--- src/rtl/spi_mem_responder.sv ---
// SPI responder with a 2**ADDR_W x DATA_W register memory, clocked by the system clock.
// Each frame starts with a header {mode, addr, len}, MSB first. The header is followed by
// one of: a single write, a single read, or a burst read with address auto-increment.
// MISO is held low unless read data is being presented, so instances can be ORed.
//
// Ports:
//   clk        system clock; bus bits are sampled and launched on its rising edge
//   rst        asynchronous active-high reset (also clears the memory)
//   CS         chip select, active low; a frame lasts while CS=0
//   MOSI       serial data from the master, MSB first
//   MISO       serial read data to the master; 0 when idle
//   busy       high while a frame is being decoded
//   wr_strobe  one-cycle pulse when a write commits
//   wr_addr    address of the last committed write
//   wr_data    data of the last committed write
//   frame_err  one-cycle pulse on an aborted or reserved-mode frame
module spi_mem_responder #(
    parameter int unsigned ADDR_W = 5,
    parameter int unsigned DATA_W = 8,
    parameter int unsigned LEN_W  = 3,
    parameter logic [DATA_W-1:0] RST_VAL = '0
) (
    input  logic              clk,
    input  logic              rst,
    input  logic              CS,
    input  logic              MOSI,
    output logic              MISO,
    output logic              busy,
    output logic              wr_strobe,
    output logic [ADDR_W-1:0] wr_addr,
    output logic [DATA_W-1:0] wr_data,
    output logic              frame_err
);

    localparam int unsigned HDR_W = 2 + ADDR_W + LEN_W;
    localparam int unsigned SH_W  = (HDR_W > DATA_W) ? HDR_W : DATA_W;
    localparam int unsigned CNT_W = $clog2(SH_W);
    localparam int unsigned DEPTH = 1 << ADDR_W;

    typedef enum logic [2:0] {StIdle, StHdr, StWrData, StRdData, StDone} state_t;

    state_t              state_q, state_d;
    logic [CNT_W-1:0]    cnt_q, cnt_d;
    logic [SH_W-2:0]     shift_q, shift_d;
    logic [DATA_W-1:0]   tx_q, tx_d;
    logic [ADDR_W-1:0]   addr_q, addr_d;
    logic [LEN_W-1:0]    left_q, left_d;
    logic                miso_d, wr_strobe_d, frame_err_d;
    logic [ADDR_W-1:0]   wr_addr_d;
    logic [DATA_W-1:0]   wr_data_d;
    logic                mem_we;
    logic [DATA_W-1:0]   mem_q [DEPTH];

    // Shift register including the bit arriving in the current slot.
    logic [SH_W-1:0]     shift_in;
    logic [1:0]          hdr_mode;
    logic [ADDR_W-1:0]   hdr_addr;
    logic [LEN_W-1:0]    hdr_len;
    logic [DATA_W-1:0]   hdr_word;
    logic [ADDR_W-1:0]   next_addr;
    logic [DATA_W-1:0]   next_word;

    assign shift_in  = {shift_q, MOSI};
    assign hdr_mode  = shift_in[HDR_W-1 -: 2];
    assign hdr_addr  = shift_in[LEN_W +: ADDR_W];
    assign hdr_len   = shift_in[LEN_W-1:0];
    assign hdr_word  = mem_q[hdr_addr];
    assign next_addr = addr_q + 1'b1;  // wraps modulo the memory depth
    assign next_word = mem_q[next_addr];
    assign busy      = (state_q != StIdle);

    always_comb begin
        state_d     = state_q;
        cnt_d       = cnt_q;
        shift_d     = shift_q;
        tx_d        = tx_q;
        addr_d      = addr_q;
        left_d      = left_q;
        miso_d      = 1'b0;
        wr_strobe_d = 1'b0;
        frame_err_d = 1'b0;
        wr_addr_d   = wr_addr;
        wr_data_d   = wr_data;
        mem_we      = 1'b0;

        if (CS) begin
            // Leaving before the payload completes is an abort.
            if (state_q == StHdr || state_q == StWrData || state_q == StRdData) begin
                frame_err_d = 1'b1;
            end
            state_d = StIdle;
            cnt_d   = '0;
        end else begin
            unique case (state_q)
                StIdle: begin
                    shift_d = shift_in[SH_W-2:0];
                    cnt_d   = CNT_W'(1);
                    state_d = StHdr;
                end
                StHdr: begin
                    shift_d = shift_in[SH_W-2:0];
                    cnt_d   = cnt_q + 1'b1;
                    if (cnt_q == CNT_W'(HDR_W - 1)) begin
                        cnt_d  = '0;
                        addr_d = hdr_addr;
                        left_d = (hdr_mode == 2'b10) ? hdr_len : '0;
                        unique case (hdr_mode)
                            2'b00: state_d = StWrData;
                            2'b01, 2'b10: begin
                                // First data bit must be on MISO for the next slot.
                                state_d = StRdData;
                                miso_d  = hdr_word[DATA_W-1];
                                tx_d    = {hdr_word[DATA_W-2:0], 1'b0};
                            end
                            default: begin
                                state_d     = StDone;
                                frame_err_d = 1'b1;
                            end
                        endcase
                    end
                end
                StWrData: begin
                    shift_d = shift_in[SH_W-2:0];
                    cnt_d   = cnt_q + 1'b1;
                    if (cnt_q == CNT_W'(DATA_W - 1)) begin
                        cnt_d       = '0;
                        mem_we      = 1'b1;
                        wr_addr_d   = addr_q;
                        wr_data_d   = shift_in[DATA_W-1:0];
                        wr_strobe_d = 1'b1;
                        state_d     = StDone;
                    end
                end
                StRdData: begin
                    cnt_d  = cnt_q + 1'b1;
                    miso_d = tx_q[DATA_W-1];
                    tx_d   = {tx_q[DATA_W-2:0], 1'b0};
                    if (cnt_q == CNT_W'(DATA_W - 1)) begin
                        cnt_d = '0;
                        if (left_q != '0) begin
                            // Fetch the following word so bursts have no gap.
                            addr_d = next_addr;
                            left_d = left_q - 1'b1;
                            miso_d = next_word[DATA_W-1];
                            tx_d   = {next_word[DATA_W-2:0], 1'b0};
                        end else begin
                            miso_d  = 1'b0;
                            state_d = StDone;
                        end
                    end
                end
                default: ;  // StDone: extra MOSI bits are ignored
            endcase
        end
    end

    always_ff @(posedge clk or posedge rst) begin
        if (rst) begin
            state_q   <= StIdle;
            cnt_q     <= '0;
            shift_q   <= '0;
            tx_q      <= '0;
            addr_q    <= '0;
            left_q    <= '0;
            MISO      <= 1'b0;
            wr_strobe <= 1'b0;
            frame_err <= 1'b0;
            wr_addr   <= '0;
            wr_data   <= '0;
            for (int i = 0; i < DEPTH; i++) begin
                mem_q[i] <= RST_VAL;
            end
        end else begin
            state_q   <= state_d;
            cnt_q     <= cnt_d;
            shift_q   <= shift_d;
            tx_q      <= tx_d;
            addr_q    <= addr_d;
            left_q    <= left_d;
            MISO      <= miso_d;
            wr_strobe <= wr_strobe_d;
            frame_err <= frame_err_d;
            wr_addr   <= wr_addr_d;
            wr_data   <= wr_data_d;
            if (mem_we) begin
                mem_q[addr_q] <= shift_in[DATA_W-1:0];
            end
        end
    end

endmodule

--- config.mk ---
export PLATFORM = sky130hd
export DESIGN_NAME = spi_mem_responder
export DESIGN_NICKNAME = d
export VERILOG_FILES = /design/src/rtl/spi_mem_responder.sv
export SDC_FILE = /design/constraint.sdc
export NUM_CORES = 1
export LEC_CHECK = 0
export ABC_AREA = 1
export CAP_MARGIN = 20
export CELL_PAD_IN_SITES_DETAIL_PLACEMENT = 0
export CELL_PAD_IN_SITES_GLOBAL_PLACEMENT = 1
export CORE_UTILIZATION = 42
export DETAILED_ROUTE_END_ITERATION = 10
export PLACE_DENSITY_LB_ADDON = 0.15
export SYNTH_ARGS = -nofsm -noshare
export SYNTH_HDL_FRONTEND = slang
export SYNTH_SLANG_ARGS = --single-unit
--- constraint.sdc ---
create_clock -name clk -period 11 [get_ports clk]
set_input_delay 3.3 -clock clk [delete_from_list [all_inputs] [get_ports clk]]
set_output_delay 3.3 -clock clk [all_outputs]
set_load 0.03 [all_outputs]
==> impl_results.html <==
<table>
<tr><th>Metric</th><th>Value</th></tr>
<tr><th colspan="2">Outcome</th></tr>
<tr><td>Result of the run</td><td>complete, no violations</td></tr>
<tr><th colspan="2">Setup path</th></tr>
<tr><td>Data arrival, critical path</td><td>5.98 ns</td></tr>
<tr><td>Max FO, Critical Path</td><td>70</td></tr>
<tr><td>Crit path max-delay cell type</td><td>sky130_fd_sc_hd__ha_2</td></tr>
<tr><td>Kind of end point of the critical path</td><td>flip-flop</td></tr>
<tr><td>Crit-path max cell delay</td><td>1.22 ns</td></tr>
<tr><td>Data required, critical path</td><td>11.45 ns</td></tr>
<tr><td>Cell repeated most along the worst path</td><td>sky130_fd_sc_hd__nand3_1</td></tr>
<tr><td>Startpoint-to-endpoint class of the critical path</td><td>reg -&gt; reg</td></tr>
<tr><td>Critical path cell sequence</td><td>clkinv_2, ha_2, clkinv_1, buf_4, nand3_1, nand3_1, nand3_1, nand3_1, nand2_1, nor2_1, nor2_1, nor2_1</td></tr>
<tr><td>Type of origin of the critical path</td><td>flip-flop</td></tr>
<tr><th colspan="2">Floorplan</th></tr>
<tr><td>Standard-cell rows</td><td>73</td></tr>
<tr><td>Total I/O pin count</td><td>21</td></tr>
<tr><td>Die Ht</td><td>204 µm</td></tr>
<tr><td>Placeable core region</td><td>39900 µm²</td></tr>
<tr><td>Area of the die</td><td>41500 µm²</td></tr>
<tr><td>Initial Utilization</td><td>0.428</td></tr>
<tr><td>Die width</td><td>204 µm</td></tr>
<tr><th colspan="2">STA</th></tr>
<tr><td>Worst hold slack across all endpoints</td><td>0.482 ns</td></tr>
<tr><td>Total Negative Setup Slacks</td><td>0 ns</td></tr>
<tr><td>Count of endpoints failing hold in the final timing report</td><td>0</td></tr>
<tr><td>Remaining max-slew budget at the tightest pin</td><td>0.327</td></tr>
<tr><td>Final clock period utilization by the worst path</td><td>0.503</td></tr>
<tr><td>Setup-failing EPs final</td><td>0</td></tr>
<tr><td>Final worst path period need</td><td>5.53 ns</td></tr>
<tr><td>Setup repair after global routing missed its margin</td><td>no</td></tr>
<tr><td>Max-slew violation total from the final report</td><td>0</td></tr>
<tr><td>Pin slew with the least headroom to its limit</td><td>1.01 ns</td></tr>
<tr><td>Timing-limited maximum frequency</td><td>0.181 GHz</td></tr>
<tr><td>Setup skew after layout</td><td>0.0134 ns</td></tr>
<tr><th colspan="2">Global routing</th></tr>
<tr><td>Tot GR Track Use</td><td>0.279</td></tr>
<tr><td>Initial antenna violation count</td><td>1</td></tr>
<tr><td>First-pass GRT wire length</td><td>slightly below 90000 µm</td></tr>
<tr><td>Vias in the first global route</td><td>about 15k</td></tr>
<tr><td>Total congestion overflow</td><td>0</td></tr>
<tr><td>Maximum number of pins on one net before global-route repair</td><td>89</td></tr>
<tr><th colspan="2">Clock tree</th></tr>
<tr><td>Setup repair bufs after CTS</td><td>0</td></tr>
<tr><td>Maximum root-to-sink buffer count</td><td>3</td></tr>
<tr><td>Inserted Clock Buffers</td><td>38</td></tr>
<tr><td>Post-CTS resize count</td><td>0</td></tr>
<tr><td>Buffer cell driving the clock tree root</td><td>sky130_fd_sc_hd__clkbuf_16</td></tr>
<tr><td>Clock-pin transition on the worst setup and hold timing paths</td><td>roughly 0.06 ns</td></tr>
<tr><td>Clock tree from TritonCTS</td><td>yes</td></tr>
<tr><td>Clock Latency Late Sink</td><td>around 0.56 ns</td></tr>
<tr><td>Num Clock Sinks</td><td>roughly 300</td></tr>
<tr><td>Hold bufs inserted after CTS</td><td>0</td></tr>
<tr><td>Total number of H-tree levels</td><td>2</td></tr>
<tr><th colspan="2">Layout</th></tr>
<tr><td>Net total in the final layout</td><td>2408</td></tr>
<tr><td>Ant. Diodes</td><td>0</td></tr>
<tr><td>Final Cell Area</td><td>18700 µm²</td></tr>
<tr><td>Area delta synth-&gt;final</td><td>9.62%</td></tr>
<tr><td>Non-filler cells in the finished layout</td><td>around 2.9k</td></tr>
<tr><td>Layout cell share with drive strength beyond 1</td><td>0.0471</td></tr>
<tr><td>Utilization after layout</td><td>0.470</td></tr>
<tr><th colspan="2">Place</th></tr>
<tr><td>Weighted congestion reported at the end of routability-driven placement</td><td>between 0.8 and 0.9</td></tr>
<tr><td>HPWL after detailed placement</td><td>33900 µm</td></tr>
<tr><td>Buffers added on ports</td><td>20</td></tr>
<tr><td>Placement Cell Area</td><td>17500 µm²</td></tr>
<tr><td>Cell count after placement</td><td>approximately 2.9k</td></tr>
<tr><th colspan="2">Synth</th></tr>
<tr><td>Post-synth net total</td><td>2490</td></tr>
<tr><td>Netlist Area Pre-Place</td><td>~17000 µm²</td></tr>
<tr><td>YS warnings</td><td>0</td></tr>
<tr><td>Sequential share of the synthesized area</td><td>0.443</td></tr>
<tr><td>Flop and latch count out of synthesis</td><td>303</td></tr>
<tr><td>Mean area per synthesized cell</td><td>6.91 µm²</td></tr>
<tr><td>Number of different library cells in the post-synthesis netlist</td><td>32</td></tr>
<tr><td>Mapped Cells</td><td>2476</td></tr>
<tr><th colspan="2">Route</th></tr>
<tr><td>First-iteration detailed-routing DRC count</td><td>1607</td></tr>
<tr><td>Detailed-router iteration count before antenna repair</td><td>6</td></tr>
<tr><td>Total number of vias</td><td>between 15k and 20k</td></tr>
<tr><td>Post-detailed-route count of antenna-violating nets</td><td>0</td></tr>
<tr><td>Total Wirelength</td><td>56400 µm</td></tr>
<tr><td>Vias/cell</td><td>5.47</td></tr>
<tr><td>Average detailed-routed wire length per instance</td><td>approximately 19 µm</td></tr>
<tr><td>Post-detailed-route DRC marker count</td><td>0</td></tr>
<tr><th colspan="2">Power and ir drop</th></tr>
<tr><td>Cell area power density</td><td>239 nW/µm²</td></tr>
<tr><td>Pint</td><td>~2.4 mW</td></tr>
<tr><td>Switching portion of total power</td><td>0.463</td></tr>
<tr><td>Leakage power summed over all cells</td><td>8.57 nW</td></tr>
<tr><td>Proportion of power drawn by flip-flops and latches</td><td>0.286</td></tr>
<tr><td>Net load switching power</td><td>2.08 mW</td></tr>
<tr><td>Largest voltage drop on the vdd net</td><td>0.138 mV</td></tr>
<tr><td>Combinational share of power</td><td>0.433</td></tr>
<tr><td>Proportion of power drawn by the clock network</td><td>0.281</td></tr>
<tr><th colspan="2">Run</th></tr>
<tr><td>Max-capacitance violation count</td><td>0</td></tr>
<tr><th colspan="2">Worst hold path</th></tr>
<tr><td>Hold crit path type</td><td>reg -&gt; reg</td></tr>
</table>
## layer usage
metal | GRT usage | vias up | routed length [µm]
met5 | 0 | - | 0
met4 | 0.0886 | 0 | 1460
met3 | 0.0476 | 97 | 3960
met2 | 0.428 | 571 | 25200
met1 | 0.397 | 7676 | 25800
li1 | - | 7785 | -
## cell usage in the layout (no fill, tap or decap), drive strengths merged, types with 3 or more instances in the layout
cell,instances
nand3,387
inv,226
clkbuf,52
nor2,107
clkinv,13
buf,29
ha,10
dfrtp,303
o21ai,331
xor2,3
clkinvlp,6
nand4,5
clkdlybuf4s50,20
o211ai,29
a21oi,35
o31ai,4
nand2,850
## stage by stage
step,setup slack [ns],total power [mW]
4_1_cts,5.33,4.48
2_1_floorplan,3.67,2.51
6_report,5.47,4.48
3_3_place_gp,4.80,3.19
3_5_place_dp,4.76,3.21
5_1_grt,5.16,4.74
## worst paths after layout
path	startpoint	to	slack (ns)	depth (start not counted)
max	addr_q[0]$_DFFE_PP0P_	tx_q[6]$_DFFE_PP0P_	5.47	12
min	mem_q[98]$_DFFE_PP0P_	mem_q[98]$_DFFE_PP0P_	0.48	2
max reg2reg	addr_q[0]$_DFFE_PP0P_	tx_q[6]$_DFFE_PP0P_	5.47	12
min reg2reg	mem_q[98]$_DFFE_PP0P_	mem_q[98]$_DFFE_PP0P_	0.48	2
max in group asynchronous	rst	shift_q[2]$_DFFE_PP0P_	5.91	4
min in group asynchronous	rst	mem_q[77]$_DFFE_PP0P_	3.17	2
## Yosys cell counts (all sizes together)
cell,number,area [µm²]
inv,230,863
a21oi,35,175
a31oi,1,6.26
nor3,2,26.3
o211ai,29,218
xor2,3,33.8
a221o,1,10.0
nor2,107,404
o21ai,331,1660
nand4,5,31.3
nor4,2,27.5
dfrtp,303,7580
nand2,850,3190
xnor2,1,8.76
mux2,1,11.3
o22ai,2,12.5
ha,10,125
o31ai,4,30.0
clkbuf,92,345
clkinv,1,3.75
buf,79,387
nand3,387,1950
## worst max-delay path, delay by kind of cell, from the launching register on
family | cells | cell delay (ns)
flip-flops | 1 | 0.98
adder cells (fa/ha/maj) | 1 | 1.22
buffers and inverters | 3 | 2.31
AND/OR/NAND/NOR | 8 | 0.87
## state kept, by name, indices dropped and copies added, names as in the netlist
register,count
MISO,1
addr_q,5
wr_data,8
cnt_q,4
left_q,3
mem_q,256
frame_err,1
wr_strobe,1
state_q,3
wr_addr,5
shift_q,9
tx_q,7
## final cells by class
type	instances	area, µm²
Tap cell	525	657
Multi-Input combinational cell	1771	7920
Inverter	231	876
Clock buffer	52	1150
Timing Repair Buffer	49	433
Sequential cell	303	7590
Fill cell	4101	21200
Clock inverter	15	116
## power groups by stage
stage          sequential, mW  combinational (mW)  clock, mW
2_1_floorplan            1.22                1.29          0
3_5_place_dp             1.30                1.91          0
3_3_place_gp             1.30                1.89          0
4_1_cts                  1.28                1.91       1.29
5_1_grt                  1.29                2.11       1.34
6_report                 1.28                1.94       1.26
## cell families (layout without fill, tap and decap cells)
logic type,Yosys count,in the layout,share of synthesized area
flip-flops,303,303,0.443
AO/OA/AOI/OAI,403,403,0.123
buffers and inverters,402,347,0.0935
AND/OR/NAND/NOR,1353,1353,0.329
XOR/XNOR,4,4,0.00249
adder cells (fa/ha/maj),10,10,0.00732
multiplexers,1,1,0.000659
Note: power is estimated with default switching activity, not from simulation.
==> RTL change, RTL diff (same settings) <==
The parameter `DATA_W` goes from 8 to 4.
--- a/src/rtl/spi_mem_responder.sv
+++ b/src/rtl/spi_mem_responder.sv
@@ -16,7 +16,7 @@
 //   frame_err  one-cycle pulse on an aborted or reserved-mode frame
 module spi_mem_responder #(
     parameter int unsigned ADDR_W = 5,
-    parameter int unsigned DATA_W = 8,
+    parameter int unsigned DATA_W = 4,
     parameter int unsigned LEN_W  = 3,
     parameter logic [DATA_W-1:0] RST_VAL = '0
 ) (
Interface: changed (resized wr_data); port bits go from 21 to 17. The function was not compared with the original's and may differ.
==> RTL change against the original RTL <==
  * Count of clock-buffer cells in the layout decreased by 34
  * Routed wire length decreased by 48%
  * Clock skew decreased by 1.4 ps
  * Critical path depth decreased by 5
  * Sequential cell count decreased by 136
  * Worst setup slack got worse by 270 ps
  * Design area decreased by 47%
  * Power decreased by 46%
  * Synthesized area decreased by 47%
  * Global-route usage decreased by 0.23 points
  * First-iteration DRC count decreased by 56%
  * Combinational power decreased by 46%
  * Maximum frequency decreased by 4.7%
  * Via count decreased by 49%
  * Critical path type is now in -> reg
  * Largest cell class unchanged
  * Highest routed layer unchanged
==> RTL change: results (changes against the original RTL) <==
metric	value	unit	change
Worst Hold Class	reg -> reg		unchanged
Initial DRT Pass Iterations	5		was 6
Seq/Total Area, Yosys	46.1	%	was 44.3%
largest cells by area after synthesis	dfrtp_1 (46%), nand2_1 (12%), o21ai_0 (12%), nand3_1 (6.3%), a21oi_1 (4.7%)		was dfrtp_1 (44%), nand2_1 (19%), nand3_1 (11%), o21ai_0 (9.6%), inv_1 (5.0%)
HPWL reported at the end of detailed placement	18100	µm	was 33900 µm
global-route wire length before repair	46000	µm	was 89100 µm
clock slew seen by the registers of the worst setup and hold paths	70	ps	
Placer Congestion	0.863		was 0.887
Non-Filler Instances	1490		was 2946
run status	finished clean		unchanged
initial antenna violation count	0		was 1
clock latency on the worst-skew pair	450	ps	was 560 ps
Fillers	2176		was 4101
total track usage	27.6	%	was 27.9%
Worst-Margin Slew	972	ps	was 1010 ps
H-tree levels	4		was 2
Root Buffer	clkbuf_16		unchanged
Net Count, Synth	1236		was 2490
Total Neg Setup Slack	0	ps	unchanged
port bufs	16		was 20
Final Skew	11.9	ps	was 13.4 ps
Pleak	4.24	nW	was 8.57 nW
Worst Path Max Fanout	23		was 70
vias in the first global route	7723		was 15306
Netlist cell types	31		was 32
Peak VDD IR	0.123	mV	was 0.138 mV
largest registers	mem_q (128), shift_q (9)		was mem_q (256), shift_q (9), wr_data (8)
yosys warns	0		unchanged
initial DRC count	708		was 1607
Avg Inst Size Synth	7.41	µm²	was 6.91 µm²
WL/cell	19.5	µm	was 19.2 µm
mean number of vias per cell	5.57		was 5.47
ratio of cells with drive above 1 in the final layout	6.01	%	was 4.71%
CTS Buffer Depth	2		was 3
largest net degree at the start of global routing	82		was 89
commonest cells in the synthesized netlist	nand2_1 (291), o21ai_0 (214), dfrtp_1 (167)		was nand2_1 (849), nand3_1 (385), o21ai_0 (329)
Synth Flop Type	dfrtp_1		unchanged
CTS buffer count	17		was 38
post-cts sizing count	0		unchanged
## RTL change: cell types whose count changed after synthesis, moves of 14 or more
cell | unedited run | this run
nand2_1 | 849 | 291
nand3_1 | 385 | 114
dfrtp_1 | 303 | 167
inv_1 | 227 | 98
o21ai_0 | 329 | 214
clkbuf_1 | 92 | 39
a21oi_1 | 35 | 85
nor2_1 | 106 | 68
o21ai_1 | 2 | 35
buf_2 | 60 | 28
buf_1 | 15 | 1
## RTL change: where the power goes
group | switching (mW) | internal [mW]
clock | 0.294 | 0.330
sequential | 0.0699 | 0.656
combinational | 0.768 | 0.286
total | 1.13 | 1.27
## RTL change: worst max-delay path, cell delays in order
cell,delay (ps)
clkdlybuf4s50_1,600
inv_2,200
nand4_2,620
nor2_2,770
nand2_1,380
nand2_1,130
o21ai_0,90
## RTL change: final cells by class
cell class              instances  area [µm²]  area share (%)
multi-input cells             881        4190            41.9
flip-flops and latches        167        4190            41.8
clock buffers                  18         439            4.39
inverters                     106         403            4.03
well taps                     275         344            3.44
repair buffers                 29         278            2.78
clock inverters                14         159            1.59
## RTL change: worst paths after layout
kind	startpoint	slack (ps)	cells after the start	end
min in group asynchronous	rst	3290	2	mem_q[47]$_DFFE_PP0P_
worst min register to register	mem_q[105]$_DFFE_PP0P_	490	2	mem_q[105]$_DFFE_PP0P_
worst min-delay path	mem_q[105]$_DFFE_PP0P_	490	2	mem_q[105]$_DFFE_PP0P_
max in group asynchronous	rst	6450	3	mem_q[82]$_DFFE_PP0P_
worst max-delay path	CS	5200	7	mem_q[90]$_DFFE_PP0P_
worst max register to register	addr_q[0]$_DFFE_PP0P_	7820	13	MISO$_DFF_PP0_
## RTL change: layer usage
layer	wire length (µm)	vias up	global-route usage, %
li1	-	4035	-
met2	13000	269	41.8
met4	740	0	8.78
met1	13600	3940	40.2
met5	0	-	0
met3	1750	58	4.56
## RTL change: cells by family after synthesis
| kind of cell | Yosys count | share of synthesized area, % |
|---|---|---|
| AOI/OAI and AO/OA | 369 | 21.3 |
| xor gates and xnor gates | 3 | 0.373 |
| adders and majority gates | 10 | 1.38 |
| buffers and inverters | 174 | 7.60 |
| DFF | 167 | 46.1 |
| and+or+nand+nor | 499 | 23.2 |
## RTL change: stage by stage
step           instance area [µm²]  setup WS [ps]
2_1_floorplan                 9060           3180
3_5_place_dp                  9400           4770
4_1_cts                      10000           5220
5_1_grt                      10000           5030
3_3_place_gp                  9380           4840
6_report                     10000           5200
